<file path="src/rtl/rs_credit_pkg.sv">
// Shared definitions for the credit-based FF-pipeline flow controller:
// controller state encoding, credit counter sizing and the position of the
// valid flag in forward pipeline words.
package rs_credit_pkg;

    // 1-bit controller state encoding.
    localparam logic ST_FLUSH = 1'b0;
    localparam logic ST_RUN   = 1'b1;

    typedef enum logic {
        FLUSH = ST_FLUSH,
        RUN   = ST_RUN
    } state_t;

    // Width needed to hold every value 0..depth inclusive.
    function automatic int credit_width(input int depth);
        return $clog2(depth + 1);
    endfunction

    // The valid flag sits directly above the payload in a forward word.
    function automatic int fwd_valid_bit(input int data_width);
        return data_width;
    endfunction

endpackage

</file>
<file path="src/rtl/rs_credit_rx_fifo.sv">
// Receive FIFO at the far end of the forward pipeline.
// DATA_WIDTH x DEPTH storage with a registered head word. Push and pop in the
// same cycle are accepted at any occupancy, including full. Only the
// pointers and the occupancy count are reset.
module rs_credit_rx_fifo
    import rs_credit_pkg::*;
#(
    parameter int DATA_WIDTH = 32,
    parameter int DEPTH      = 8
) (
    input  logic                  clk,
    input  logic                  rst,
    input  logic                  push,
    input  logic [DATA_WIDTH-1:0] push_data,
    input  logic                  pop,
    output logic                  full,
    output logic                  empty_n,
    output logic [DATA_WIDTH-1:0] head_data
);

    localparam int PTR_W = (DEPTH > 1) ? $clog2(DEPTH) : 1;
    localparam int CNT_W = credit_width(DEPTH);

    logic [DATA_WIDTH-1:0] mem [DEPTH];
    logic [DATA_WIDTH-1:0] head_q;
    logic [PTR_W-1:0]      wr_ptr_q;
    logic [PTR_W-1:0]      rd_ptr_q;
    logic [PTR_W-1:0]      rd_ptr_d;
    logic [CNT_W-1:0]      count_q;
    logic [CNT_W-1:0]      count_d;
    logic [CNT_W-1:0]      remaining;
    logic                  do_push;
    logic                  do_pop;

    function automatic logic [PTR_W-1:0] ptr_inc(input logic [PTR_W-1:0] p);
        return (p == PTR_W'(DEPTH - 1)) ? '0 : p + 1'b1;
    endfunction

    assign full      = (count_q == CNT_W'(DEPTH));
    assign empty_n   = (count_q != '0);
    assign head_data = head_q;
    assign do_pop    = pop && empty_n;
    assign do_push   = push && (!full || do_pop);

    // Next read pointer and occupancy for this cycle's push/pop.
    always_comb begin
        // NOTE: every variable written here gets a value before any branch,
        // so no path can leave one unassigned and infer a latch.
        rd_ptr_d  = rd_ptr_q;
        remaining = count_q - CNT_W'(do_pop);
        count_d   = remaining + CNT_W'(do_push);
        if (do_pop) begin
            rd_ptr_d = ptr_inc(rd_ptr_q);
        end
    end

    // Pointer and occupancy registers.
    always_ff @(posedge clk or posedge rst) begin
        // NOTE: state registers use non-blocking assignments so every flop
        // samples the pre-edge value regardless of block ordering.
        if (rst) begin
            wr_ptr_q <= '0;
            rd_ptr_q <= '0;
            count_q  <= '0;
        end else begin
            if (do_push) begin
                wr_ptr_q <= ptr_inc(wr_ptr_q);
            end
            rd_ptr_q <= rd_ptr_d;
            count_q  <= count_d;
        end
    end

    // Storage array write port.
    // NOTE: storage and the head register carry no reset; the count alone
    // decides what is valid, and leaving data unreset keeps it in plain RAM/FFs.
    always_ff @(posedge clk) begin
        if (do_push) begin
            mem[wr_ptr_q] <= push_data;
        end
    end

    // Registered head: bypass a push into an empty FIFO, otherwise load the
    // next stored word after a pop.
    always_ff @(posedge clk) begin
        if (remaining == '0) begin
            if (do_push) begin
                head_q <= push_data;
            end
        end else if (do_pop) begin
            head_q <= mem[rd_ptr_d];
        end
    end

endmodule

</file>
<file path="src/rtl/rs_ff_pipeline_credit_ctrl.sv">
// Credit-based flow controller around external, unreset FF pipelines.
// Upstream writes become {valid, data} words on the forward pipeline; the far
// end buffers them and returns one credit pulse per popped word over a 1-bit
// return pipeline, so no ready signal crosses the slot boundary.
// Optional macro RS_CREDIT_CTRL_STATS_EN enables the saturating stall counter;
// without it stall_cycles is tied to zero.
module rs_ff_pipeline_credit_ctrl
    import rs_credit_pkg::*;
#(
    parameter int DATA_WIDTH   = 32,
    parameter int PIPE_LEVEL   = 2,
    parameter int BUFFER_DEPTH = 8,
    parameter int CREDIT_WIDTH = credit_width(BUFFER_DEPTH)
) (
    input  logic                  clk,
    input  logic                  rst,
    input  logic [DATA_WIDTH-1:0] if_din,
    input  logic                  if_write,
    output logic                  if_full_n,
    output logic [DATA_WIDTH-1:0] if_dout,
    input  logic                  if_read,
    output logic                  if_empty_n,
    output logic [DATA_WIDTH:0]   fwd_pipe_din,
    input  logic [DATA_WIDTH:0]   fwd_pipe_dout,
    output logic                  ret_pipe_din,
    input  logic                  ret_pipe_dout,
    output logic                  overflow_err,
    output logic [31:0]           stall_cycles
);

    localparam int FWD_VALID_BIT = fwd_valid_bit(DATA_WIDTH);
    localparam int FLUSH_W       = $clog2(PIPE_LEVEL + 2);

    state_t                  state_q;
    state_t                  state_d;
    logic [FLUSH_W-1:0]      flush_cnt_q;
    logic [FLUSH_W-1:0]      flush_cnt_d;
    logic [CREDIT_WIDTH-1:0] credit_q;
    logic [CREDIT_WIDTH-1:0] credit_d;
    logic                    credit_ovf;
    logic                    run;
    logic                    accept;
    logic                    credit_ret;
    logic                    fifo_push;
    logic                    fifo_pop;
    logic                    fifo_full;
    logic                    fifo_drop;

    assign run        = (state_q == RUN);
    assign if_full_n  = run && (credit_q != '0);
    assign accept     = if_write && if_full_n;
    // Stale words may sit in the unreset pipelines until FLUSH ends.
    assign credit_ret = run && ret_pipe_dout;
    assign fifo_push  = run && fwd_pipe_dout[FWD_VALID_BIT];
    assign fifo_pop   = if_read && if_empty_n;
    assign fifo_drop  = fifo_push && fifo_full && !fifo_pop;

    // Next state: count out the pipeline depth plus one, then run until reset.
    always_comb begin
        state_d     = state_q;
        flush_cnt_d = flush_cnt_q;
        if (state_q == FLUSH) begin
            flush_cnt_d = flush_cnt_q + 1'b1;
            if (flush_cnt_d == FLUSH_W'(PIPE_LEVEL + 1)) begin
                state_d = RUN;
            end
        end
    end

    // Credit update: spend on accept, regain on return, saturate at depth.
    always_comb begin
        credit_d   = credit_q;
        credit_ovf = 1'b0;
        unique case ({accept, credit_ret})
            2'b10: credit_d = credit_q - 1'b1;
            2'b01: begin
                if (credit_q == CREDIT_WIDTH'(BUFFER_DEPTH)) begin
                    credit_ovf = 1'b1;
                end else begin
                    credit_d = credit_q + 1'b1;
                end
            end
            default: credit_d = credit_q;
        endcase
    end

    // Controller state, credit counter and registered pipeline outputs.
    always_ff @(posedge clk or posedge rst) begin
        if (rst) begin
            state_q      <= FLUSH;
            flush_cnt_q  <= '0;
            credit_q     <= CREDIT_WIDTH'(BUFFER_DEPTH);
            fwd_pipe_din <= '0;
            ret_pipe_din <= 1'b0;
            overflow_err <= 1'b0;
        end else begin
            state_q     <= state_d;
            flush_cnt_q <= flush_cnt_d;
            credit_q    <= credit_d;
            if (accept) begin
                fwd_pipe_din <= {1'b1, if_din};
            end else begin
                fwd_pipe_din <= {1'b0, fwd_pipe_din[DATA_WIDTH-1:0]};
            end
            ret_pipe_din <= fifo_pop;
            if (credit_ovf || fifo_drop) begin
                overflow_err <= 1'b1;
            end
        end
    end

    rs_credit_rx_fifo #(
        .DATA_WIDTH (DATA_WIDTH),
        .DEPTH      (BUFFER_DEPTH)
    ) u_rx_fifo (
        .clk       (clk),
        .rst       (rst),
        .push      (fifo_push),
        .push_data (fwd_pipe_dout[DATA_WIDTH-1:0]),
        .pop       (fifo_pop),
        .full      (fifo_full),
        .empty_n   (if_empty_n),
        .head_data (if_dout)
    );

`ifdef RS_CREDIT_CTRL_STATS_EN
    logic [31:0] stall_q;

    // Count RUN cycles where upstream wants to write but has no credit.
    always_ff @(posedge clk or posedge rst) begin
        if (rst) begin
            stall_q <= '0;
        end else if (run && if_write && !if_full_n && (stall_q != '1)) begin
            stall_q <= stall_q + 1'b1;
        end
    end

    assign stall_cycles = stall_q;
`else
    assign stall_cycles = '0;
`endif

endmodule

</file>
<file path="config.mk">
export PLATFORM = sky130hd
export DESIGN_NAME = rs_ff_pipeline_credit_ctrl
export DESIGN_NICKNAME = d
export VERILOG_FILES = /design/src/rtl/rs_credit_pkg.sv /design/src/rtl/rs_credit_rx_fifo.sv /design/src/rtl/rs_ff_pipeline_credit_ctrl.sv
export SDC_FILE = /design/constraint.sdc
export NUM_CORES = 1
export LEC_CHECK = 0
export BUFFER_PORTS_ARGS = -buffer_cell sky130_fd_sc_hd__buf_2
export CORE_MARGIN = 4
export CORE_UTILIZATION = 55
export CTS_CLUSTER_DIAMETER = 40
export DETAILED_ROUTE_END_ITERATION = 7
export GPL_TIMING_DRIVEN = 1
export PLACE_DENSITY = 0.8
export SYNTH_ARGS = -nofsm -noshare
export SYNTH_HDL_FRONTEND = slang
export SYNTH_SLANG_ARGS = --single-unit
</file>
<file path="constraint.sdc">
create_clock -name clk -period 7.5 [get_ports clk]
set_input_delay 0.375 -clock clk [delete_from_list [all_inputs] [get_ports clk]]
set_output_delay 0.375 -clock clk [all_outputs]
set_load 0.01 [all_outputs]
</file>
==> flow_summary.json, run 1 <==
{
  "status": "finished clean",
  "slew_violations": 0,
  "place.gp.congestion": 0.815,
  "die-height_microns": 175,
  "grt_max_degree": 97,
  "path_clk_slew_ns": 0.06,
  "synth_area_sq_um": 15300,
  "fin_area_sq_um": 17700,
  "cts_sinks": 340,
  "vias_per_cell": 6.30,
  "cts_buffers": 43,
  "cellPowerDensity_nw_per_um2": 425,
  "worst_hold_slack_ns": 0.00120,
  "hold_buffers": 0,
  "most-common-layout-cells": "288 x edfxtp_1, 182 x nand2_1, 138 x buf_2, 97 x o21ai_0, 57 x a21oi_1",
  "die_w_microns": 175,
  "yosys.area.top_type": "edfxtp_1",
  "hold_path_class": "in2async",
  "maxCapViolations": 0,
  "yosys.area.top_type_share": 0.565,
  "worstMarginPinSlew_ns": 1.07,
  "cp_max_fo": 18,
  "cts-root-buf": "clkbuf_16",
  "post-route-period-util": 0.558,
  "drc": 0,
  "post-dp-hpwl_mm": 22.3,
  "peakVddDrop_mv": 0.260,
  "routedWlPerCell_microns": 22.8,
  "r2r-start": "u_rx_fifo.count_q[3]$_DFF_PP0_",
  "slew_headroom": 0.285,
  "drt_pre_antenna_iters": 5,
  "area_growth_pct": 15.7,
  "start_kind": "flip-flop",
  "port_buffers": 138,
  "placed_cell_area_sq_um": 16200,
  "worstPathArrival_ns": 4.41,
  "cts_resized": 0,
  "grt_pass1_wl_mm": 61.6,
  "ys_ff_latch": 340,
  "layout-drive-gt1-share": 0.199,
  "max-clock-path-buffers": 3,
  "yosysWarnings": 0,
  "rows": 60,
  "ant_nets": 0,
  "setup_viol": 0,
  "grt_pass1_vias": 11300,
  "critPathRequiredTime_ns": 7.72,
  "yosys-top-cells-area": "edfxtp_1 56%, dfrtp_1 8.3%, nand2_1 4.5%",
  "synthCells": 1222,
  "initial_core_util": 0.563,
  "drtIter0Drc": 1433,
  "setup_ws_ns": 3.32,
  "hold_viol": 0,
  "finalWirelength_mm": 39.7,
  "dp_slack_ns": 3.37,
  "finalClockSkew_ns": 0.0203,
  "htree_levels": 2,
  "yosysSeqAreaShare": 0.650,
  "synth_edf_count": 288,
  "timing.rr.end": "u_rx_fifo.head_data[14]$_DFFE_PP_",
  "cts_tree": "built",
  "antenna_found_initial": 4,
  "rsz0062_at_grt": "no",
  "r2r_slack_ns": 3.32,
  "ys_types": 55,
  "grt_overflow": 0,
  "grt_use_total": 0.255,
  "clock.fmax_mhz": 239,
  "path_class": "reg2reg",
  "layout.nets": 1417,
  "finalSetupTns_ns": 0,
  "io_pins": 171,
  "synth_area_per_cell_sq_um": 12.5,
  "end_kind": "flip-flop",
  "p_leak_uw": 0.00667,
  "finalCriticalPeriod_ns": 4.18,
  "r2r_cells": 11,
  "async_reset_ff_frac": 0.153,
  "post_cts.repair.setup_buffers": 0,
  "final_common_cell": "edfxtp_1",
  "dieArea_sq_um": 30600,
  "clock_latency_ns": 0.56,
  "vias": 11000,
  "ys.flop_type": "edfxtp_1",
  "core_sq_um": 27200
}
[where the power goes]
part	total, uW	internal, uW	switching (uW)
clock network	2070	1240	825
registers	2760	2540	220
logic	2710	956	1750
total	7530	4740	2800
[cell families (layout without fill, tap and decap cells)]
kind of cell / after synthesis / in the layout / synth area share
AND/OR/NAND/NOR: 346 / 346 / 0.109
XOR/XNOR: 8 / 8 / 0.00507
adder cells (fa/ha/maj): 12 / 12 / 0.0103
other: 1 / 34 / 0.000245
buffers and inverters: 143 / 260 / 0.0445
multiplexers: 36 / 36 / 0.0237
flip-flops: 340 / 340 / 0.650
AO/OA/AOI/OAI: 336 / 336 / 0.158
[state kept, by name, indices dropped and copies added, names as in the netlist, 2 cells and up]
register             cells
u_rx_fifo.rd_ptr_q       3
credit_q                 4
u_rx_fifo.mem          256
u_rx_fifo.wr_ptr_q       3
flush_cnt_q              2
u_rx_fifo.count_q        4
u_rx_fifo.head_data     32
fwd_pipe_din            33
[metrics by stage]
stage / power (uW) / utilization / cells
4_1_cts: 7520 / 0.652 / 1742
2_1_floorplan: 4530 / - / 1253
5_1_grt: 7890 / 0.652 / 1744
3_5_place_dp: 5440 / 0.598 / 1662
6_report: 7530 / 0.652 / 1744
3_3_place_gp: 5330 / 0.598 / 1662
[final cells by class]
type	count	area, sq um
Inverter	14	52.6
Timing Repair Buffer	166	901
Antenna cell	2	5.00
Clock buffer	52	1140
Tap cell	372	465
Multi-Input combinational cell	770	4870
Sequential cell	340	9950
Clock inverter	28	319
Fill cell	1987	9460
[critical path, cell delays in order, from the launching register on]
cell and delay (ns):
dfrtp_1 0.45, o41ai_4 0.42, inv_2 0.07, ha_1 0.20, ha_1 0.20, xnor2_1 0.29, nand3_1 0.32, nor2_2 0.68
buf_4 0.39, nand2_1 0.13, o21ai_4 0.29, buf_4 0.41
[worst max-delay path by stage]
stage / cells after the start / endpoint / start
finish: 11 / u_rx_fifo.head_data[14]$_DFFE_PP_ / u_rx_fifo.count_q[3]$_DFF_PP0_
floorplan: 12 / u_rx_fifo.head_data[0]$_DFFE_PP_ / u_rx_fifo.count_q[3]$_DFF_PP0_
CTS: 11 / u_rx_fifo.head_data[13]$_DFFE_PP_ / u_rx_fifo.count_q[3]$_DFF_PP0_
global placement: 11 / u_rx_fifo.head_data[6]$_DFFE_PP_ / u_rx_fifo.count_q[3]$_DFF_PP0_
global route: 11 / u_rx_fifo.head_data[14]$_DFFE_PP_ / u_rx_fifo.count_q[3]$_DFF_PP0_
detailed placement: 11 / u_rx_fifo.head_data[28]$_DFFE_PP_ / u_rx_fifo.count_q[3]$_DFF_PP0_
[Yosys cell counts, drive strengths merged (11+ instances only)]
| library cell | number |
|---|---|
| or3 | 33 |
| inv | 14 |
| a21oi | 57 |
| edfxtp | 288 |
| a22oi | 23 |
| a2111o | 23 |
| nand3 | 36 |
| and2 | 25 |
| dfrtp | 51 |
| clkbuf | 77 |
| ha | 11 |
| o2bb2ai | 33 |
| nor2b | 34 |
| a221oi | 24 |
| mux2i | 34 |
| buf | 52 |
| o311ai | 32 |
| o21ai | 100 |
| nand2 | 184 |
[metal layers]
layer | global-route usage | up-vias | wire length, microns
li1 | - | 4821 | -
met1 | 0.337 | 5400 | 14900
met2 | 0.416 | 647 | 19500
met3 | 0.0446 | 117 | 3840
met4 | 0.120 | 4 | 1460
met5 | 0 | - | 25
Power figures use the tool's default switching activity.
==> inputs of run 2 (changes only) <==
--- a/config.mk
+++ b/config.mk
@@ -5,9 +5,10 @@
 export SDC_FILE = /design/constraint.sdc
 export NUM_CORES = 1
 export LEC_CHECK = 0
+export ABC_AREA = 1
 export BUFFER_PORTS_ARGS = -buffer_cell sky130_fd_sc_hd__buf_2
 export CORE_MARGIN = 4
-export CORE_UTILIZATION = 55
+export CORE_UTILIZATION = 53
 export CTS_CLUSTER_DIAMETER = 40
 export DETAILED_ROUTE_END_ITERATION = 7
 export GPL_TIMING_DRIVEN = 1
==> constraint.sdc (replaced) <==
create_clock -name clk -period 3.8 [get_ports clk]
set_input_delay 0.19 -clock clk [delete_from_list [all_inputs] [get_ports clk]]
set_output_delay 0.19 -clock clk [all_outputs]
set_load 0.01 [all_outputs]
==> flow_summary.json, run 2 <==
{
  "status": "finished with violations",
  "failed_checks": "negative hold slack",
  "r2r-start": "u_rx_fifo.count_q[2]$_DFF_PP0_",
  "finalWirelength_mm": 37.5,
  "hold-path-endpoint": "u_rx_fifo.mem[2][17]$_DFFE_PP_",
  "cts-root-buf": "clkbuf_16",
  "hold_viol": 2,
  "antenna_found_initial": 2,
  "switching_share": 0.374,
  "die_w_microns": 177,
  "drc": 0,
  "min-delay-start": "fwd_pipe_dout[17]",
  "htree_levels": 2,
  "hold_path_class": "in2reg",
  "internal-power_uw": 8920,
  "grt_pass1_wl_mm": 59.1,
  "p_comb_frac": 0.357,
  "post-dp-hpwl_mm": 20.4,
  "yosysSeqAreaShare": 0.660,
  "ys_ff_latch": 340,
  "synth_edf_count": 288,
  "setup_ws_ns": 0.561,
  "grt_use_total": 0.239,
  "synth_top_family_by_area": "simple AND/OR/NAND/NOR gates",
  "routedWlPerCell_microns": 18.2,
  "worstMarginPinSlew_ns": 1.11,
  "finalCriticalPeriod_ns": 3.24,
  "synthSimpleGateAreaFrac": 0.208,
  "layout.nets": 1736,
  "ys.flop_type": "edfxtp_1",
  "grt_overflow": 0,
  "dp_slack_ns": 0.671,
  "ys_types": 30,
  "fin_area_sq_um": 18000,
  "largest_reg_flops": 256,
  "cts_sinks": 340,
  "timing.rr.end": "u_rx_fifo.head_data[7]$_DFFE_PP_",
  "port_buffers": 138,
  "cts_resized": 0,
  "vias_per_cell": 5.38,
  "finalSetupTns_ns": 0,
  "cp_max_fo": 23,
  "r2r_cells": 14,
  "cts_tree": "built",
  "yosysWarnings": 0,
  "end_kind": "flip-flop",
  "seqPwrFrac": 0.376,
  "die-height_microns": 177,
  "start_kind": "flip-flop",
  "grt_max_degree": 87,
  "hold_buffers": 64,
  "cts_buffers": 40,
  "worstPathArrival_ns": 3.51,
  "layout-drive-gt1-share": 0.152,
  "clock.fmax_mhz": 309,
  "post-route-period-util": 0.852,
  "setup_viol": 0,
  "power.total_uw": 14300,
  "initial_core_util": 0.539,
  "path_class": "reg2reg",
  "slew_headroom": 0.256,
  "p_leak_uw": 0.00821,
  "drtIter0Drc": 1248,
  "place.gp.congestion": 0.807,
  "core_sq_um": 27900,
  "synth_fa_ha_area_frac": 0.0105,
  "dieArea_sq_um": 31200,
  "r2r_slack_ns": 0.56,
  "async_reset_ff_frac": 0.153,
  "synth_commonest_cells": "361 x nand3_1, 310 x nand2_1, 288 x edfxtp_1, 279 x inv_1, 51 x dfrtp_1",
  "grt_pass1_vias": 11300,
  "io_pins": 171,
  "largest-register": "u_rx_fifo.mem",
  "drt_pre_antenna_iters": 5,
  "area_growth_pct": 19.7,
  "most-common-layout-cells": "359 x nand3_1, 310 x nand2_1, 288 x edfxtp_1, 278 x inv_1, 138 x buf_2",
  "finalClockSkew_ns": 0.0242,
  "vias": 11100,
  "slew_violations": 0,
  "cellPowerDensity_nw_per_um2": 790,
  "synth_area_sq_um": 15100,
  "rows": 61,
  "yosysMostFrequentCell": "nand3_1",
  "yosys.area.top_type": "edfxtp_1",
  "min_path_cells": 1,
  "peakVddDrop_mv": 0.708,
  "synth_area_per_cell_sq_um": 10.3,
  "muxShareOfSynthArea": 0,
  "power.share.clock": 0.268,
  "max-clock-path-buffers": 3,
  "final_common_cell": "nand3_1",
  "path_clk_slew_ns": 0.06,
  "maxCapViolations": 0,
  "switching_power_uw": 5330,
  "yosys-top-cells-area": "edfxtp_1 57%, nand3_1 12%, dfrtp_1 8.5%",
  "yosys.area.top_type_share": 0.574,
  "post_cts.repair.setup_buffers": 0,
  "synthCells": 1457,
  "synth-xor-area-share": 0.00407,
  "critPathRequiredTime_ns": 4.07,
  "fillCellCount": 2018,
  "ant_nets": 0,
  "clock_latency_ns": 0.53,
  "placed_cell_area_sq_um": 16100,
  "worst_hold_slack_ns": -0.00347,
  "synth_compound_area_frac": 0.00573,
  "rsz0062_at_grt": "no"
}
-- run 2: worst max path at each step --
| stage | start | end | slack, ns |
|---|---|---|---|
| floorplan | u_rx_fifo.count_q[2]$_DFF_PP0_ | u_rx_fifo.head_data[0]$_DFFE_PP_ | 0.18 |
| global placement | u_rx_fifo.count_q[2]$_DFF_PP0_ | u_rx_fifo.head_data[16]$_DFFE_PP_ | 0.86 |
| detailed placement | u_rx_fifo.count_q[2]$_DFF_PP0_ | u_rx_fifo.head_data[3]$_DFFE_PP_ | 0.67 |
| CTS | u_rx_fifo.count_q[2]$_DFF_PP0_ | u_rx_fifo.head_data[7]$_DFFE_PP_ | 0.62 |
| global route | u_rx_fifo.count_q[2]$_DFF_PP0_ | u_rx_fifo.head_data[3]$_DFFE_PP_ | 0.44 |
| finish | u_rx_fifo.count_q[2]$_DFF_PP0_ | u_rx_fifo.head_data[7]$_DFFE_PP_ | 0.56 |
-- run 2: kinds of logic (layout without fill, tap and decap cells) --
group                      Yosys count  count (layout)
and+or+nand+nor                    701             701
AOI/OAI and AO/OA                   13              13
xor gates and xnor gates             7               7
buffers and inverters              383             579
DFF                                340             340
adders and majority gates           12              12
other                                1              34
-- run 2: cell type report --
type	count	area [sq um]	share of cell area
clock buffers	48	1060	0.0589
inverters	280	1050	0.0583
diodes	2	5.00	0.000277
flip-flops and latches	340	9950	0.552
repair buffers	227	1580	0.0877
well taps	378	473	0.0262
multi-input cells	765	3650	0.203
clock inverters	24	258	0.0143
-- run 2: layer usage --
layer / vias to the layer above / track usage / wire (microns)
met2: 674 / 0.401 / 18500
li1: 5087 / - / -
met1: 5226 / 0.303 / 13800
met5: - / 0 / 13
met4: 2 / 0.105 / 1260
met3: 117 / 0.0510 / 3910
-- run 2: through the flow --
stage / utilization / cells / hold slack [ns]
final: 0.646 / 2064 / -0.00347
after global routing: 0.646 / 2063 / 0.00906
after CTS: 0.645 / 2062 / 0.00681
after detailed placement: 0.575 / 1926 / 0.391
after global placement: 0.575 / 1926 / 0.383
after floorplan: - / 1488 / 0.289
-- run 2: power by group through the flow --
stage	Combinational [uW]	Clock (uW)	Sequential, uW
5_1_grt	5590	4020	5420
4_1_cts	5020	3840	5360
3_5_place_dp	4910	0	5410
3_3_place_gp	4710	0	5400
6_report	5080	3820	5350
2_1_floorplan	3220	0	5490
-- run 2: worst max-delay path, cell delays in order (launching register included) --
cell	delay (ns)
dfrtp_1	0.43
nor2_4	0.16
nand2_2	0.12
nand2_4	0.18
inv_1	0.09
ha_1	0.20
ha_1	0.20
xor2_1	0.27
nor2_1	0.12
nand3_2	0.31
buf_4	0.42
inv_1	0.10
buf_4	0.23
nand2_1	0.09
nand2_1	0.06
==> inputs of run 3 (changes only) <==
--- a/config.mk
+++ b/config.mk
@@ -15,4 +15,5 @@
 export PLACE_DENSITY = 0.8
 export SYNTH_ARGS = -nofsm -noshare
 export SYNTH_HDL_FRONTEND = slang
+export SYNTH_HIERARCHICAL = 1
 export SYNTH_SLANG_ARGS = --single-unit
==> flow_summary.json, run 3 <==
{
  "status": "finished clean",
  "timing.rr.end": "u_rx_fifo/head_data[24]$_DFFE_PP_",
  "layout.nets": 1745,
  "synth_area_per_cell_sq_um": 10.3,
  "cts-root-buf": "clkbuf_16",
  "core_sq_um": 28000,
  "ff_latch_area_sq_um": 9950,
  "vias_per_cell": 5.30,
  "fillCellCount": 1991,
  "ys_ff_latch": 340,
  "grt_max_degree": 85,
  "hold_viol": 0,
  "most-common-layout-cells": "357 x nand3_1, 317 x nand2_1, 288 x edfxtp_1, 283 x inv_1, 138 x buf_2",
  "clock.fmax_mhz": 297,
  "place_inst": 1933,
  "ys.flop_type": "edfxtp_1",
  "finalCriticalPeriod_ns": 3.37,
  "path_class": "reg2reg",
  "final_common_cell": "nand3_1",
  "route.met2.wl_mm": 18.7,
  "dieArea_sq_um": 31400,
  "io_pins": 171,
  "critPathRequiredTime_ns": 4.00,
  "highest_layer": "met4",
  "synthCells": 1467,
  "setup_ws_ns": 0.429,
  "min_path_cells": 4,
  "r2r_slack_ns": 0.43,
  "maxCapViolations": 0,
  "start_kind": "flip-flop",
  "cts_resized": 0,
  "cts_tree": "built",
  "r2r_cells": 15,
  "ant_nets": 0,
  "drc": 0,
  "peakVddDrop_mv": 0.567,
  "yosys.area.top_type_share": 0.571,
  "grt_pass1_wl_mm": 57.8,
  "slew_headroom": 0.238,
  "cts_buffers": 41,
  "grt_use_total": 0.235,
  "yosys.area.top_type": "edfxtp_1",
  "worst_hold_slack_ns": 0.0251,
  "post_cts.repair.setup_buffers": 0,
  "worstMarginPinSlew_ns": 1.14,
  "area_growth_pct": 19.3,
  "hold_path_class": "in2reg",
  "met3WireLength_mm": 3.69,
  "finalSetupTns_ns": 0,
  "multi_input_area_sq_um": 3710,
  "routedWlPerCell_microns": 17.9,
  "post_layout_nonfiller_instances": 2074,
  "layout-drive-gt1-share": 0.152,
  "grt_pass1_vias": 11200,
  "largest-register": "u_rx_fifo/mem",
  "post-dp-hpwl_mm": 18.9,
  "end_kind": "flip-flop",
  "setup_viol": 0,
  "die-height_microns": 177,
  "min-delay-start": "if_read",
  "grt_overflow": 0,
  "post-route-period-util": 0.887,
  "yosysSeqAreaShare": 0.656,
  "synth_edf_count": 288,
  "clock_latency_ns": 0.53,
  "async_reset_ff_frac": 0.153,
  "rsz0062_at_grt": "no",
  "yosysMostFrequentCell": "nand3_1",
  "synth_commonest_cells": "357 x nand3_1, 318 x nand2_1, 288 x edfxtp_1, 283 x inv_1, 52 x buf_4",
  "port_buffers": 138,
  "vias": 11000,
  "htree_levels": 2,
  "largest_reg_flops": 256,
  "slew_violations": 0,
  "hold-path-endpoint": "overflow_err$_DFFE_PP0P_",
  "yosys-top-cells-area": "edfxtp_1 57%, nand3_1 12%, dfrtp_1 8.4%",
  "r2r-start": "u_rx_fifo/count_q[2]$_DFF_PP0_",
  "worstPathArrival_ns": 3.57,
  "wl_met1_mm": 13.7,
  "die_w_microns": 177,
  "drt_pre_antenna_iters": 6,
  "finalWirelength_mm": 37.0,
  "yosysWarnings": 6,
  "initial_core_util": 0.541,
  "ys_types": 32,
  "cp_max_fo": 34,
  "rows": 61,
  "p_leak_uw": 0.00825,
  "path_clk_slew_ns": 0.05,
  "fin_util": 0.646,
  "antenna_found_initial": 1,
  "synth_area_sq_um": 15200,
  "place.gp.congestion": 0.814,
  "cts_sinks": 340,
  "drtIter0Drc": 1026,
  "dp_slack_ns": 0.484,
  "cellPowerDensity_nw_per_um2": 801,
  "max-clock-path-buffers": 3,
  "finalClockSkew_ns": 0.0206
}
run 3: how the worst max path moves through the flow:
stage	start	to	slack, ns	cells past startpoint
floorplan	u_rx_fifo/count_q[2]$_DFF_PP0_	u_rx_fifo/head_data[0]$_DFFE_PP_	0.01	12
global placement	u_rx_fifo/count_q[2]$_DFF_PP0_	u_rx_fifo/head_data[27]$_DFFE_PP_	0.58	15
detailed placement	u_rx_fifo/count_q[2]$_DFF_PP0_	u_rx_fifo/head_data[1]$_DFFE_PP_	0.48	15
CTS	u_rx_fifo/count_q[2]$_DFF_PP0_	u_rx_fifo/head_data[26]$_DFFE_PP_	0.44	15
global route	u_rx_fifo/count_q[0]$_DFF_PP0_	u_rx_fifo/head_data[24]$_DFFE_PP_	0.20	15
finish	u_rx_fifo/count_q[2]$_DFF_PP0_	u_rx_fifo/head_data[24]$_DFFE_PP_	0.43	15
run 3: layer usage:
metal	GRT usage	vias up
li1	-	5113
met1	0.294	5166
met2	0.411	635
met3	0.0417	86
met4	0.0906	0
met5	0	-
run 3: kinds of logic after synthesis:
group | after synthesis | synth area share
compound gates | 12 | 0.00495
xor+xnor | 7 | 0.00404
fa+ha+maj | 12 | 0.0104
buf+inv | 388 | 0.113
flops | 340 | 0.656
other cells | 1 | 0.000247
simple gates | 707 | 0.211
run 3: report_power, final:
group          internal, uW  switching [uW]
registers              5050             311
logic                  1620            3680
clock network          2300            1520
total                  8970            5510
run 3: final cells by class:
| cell class | instances | share of cell area |
|---|---|---|
| well taps | 378 | 0.0261 |
| diodes | 1 | 0.000138 |
| clock buffers | 46 | 0.0583 |
| multi-input cells | 770 | 0.205 |
| inverters | 285 | 0.0591 |
| flip-flops and latches | 340 | 0.550 |
| clock inverters | 29 | 0.0160 |
| repair buffers | 225 | 0.0854 |
run 3: metrics by stage:
stage | power, uW | cell area (sq um)
global route | 15300 | 18100
floorplan | 8940 | 15300
CTS | 14500 | 18100
global placement | 10300 | 16100
detailed placement | 10500 | 16100
finish | 14500 | 18100
run 3: timing repair:
item | 4_1_cts | 5_1_grt
hold endpoints to repair | 304 | 0
hold buffers | 65 | 0
setup endpoints to repair | 0 | 0
run 3: critical path, cell delays in order, from the launching register on:
cell and delay [ns]:
dfrtp_1 0.41, nor2_2 0.19, nand2_4 0.11, nand2_1 0.09, inv_1 0.14, nand2_8 0.16
inv_1 0.07, ha_1 0.21, ha_1 0.20, xor2_1 0.27, nor2_1 0.10, nand3_2 0.08
buf_4 0.44, nand2_1 0.18, o21ai_4 0.11, buf_12 0.26
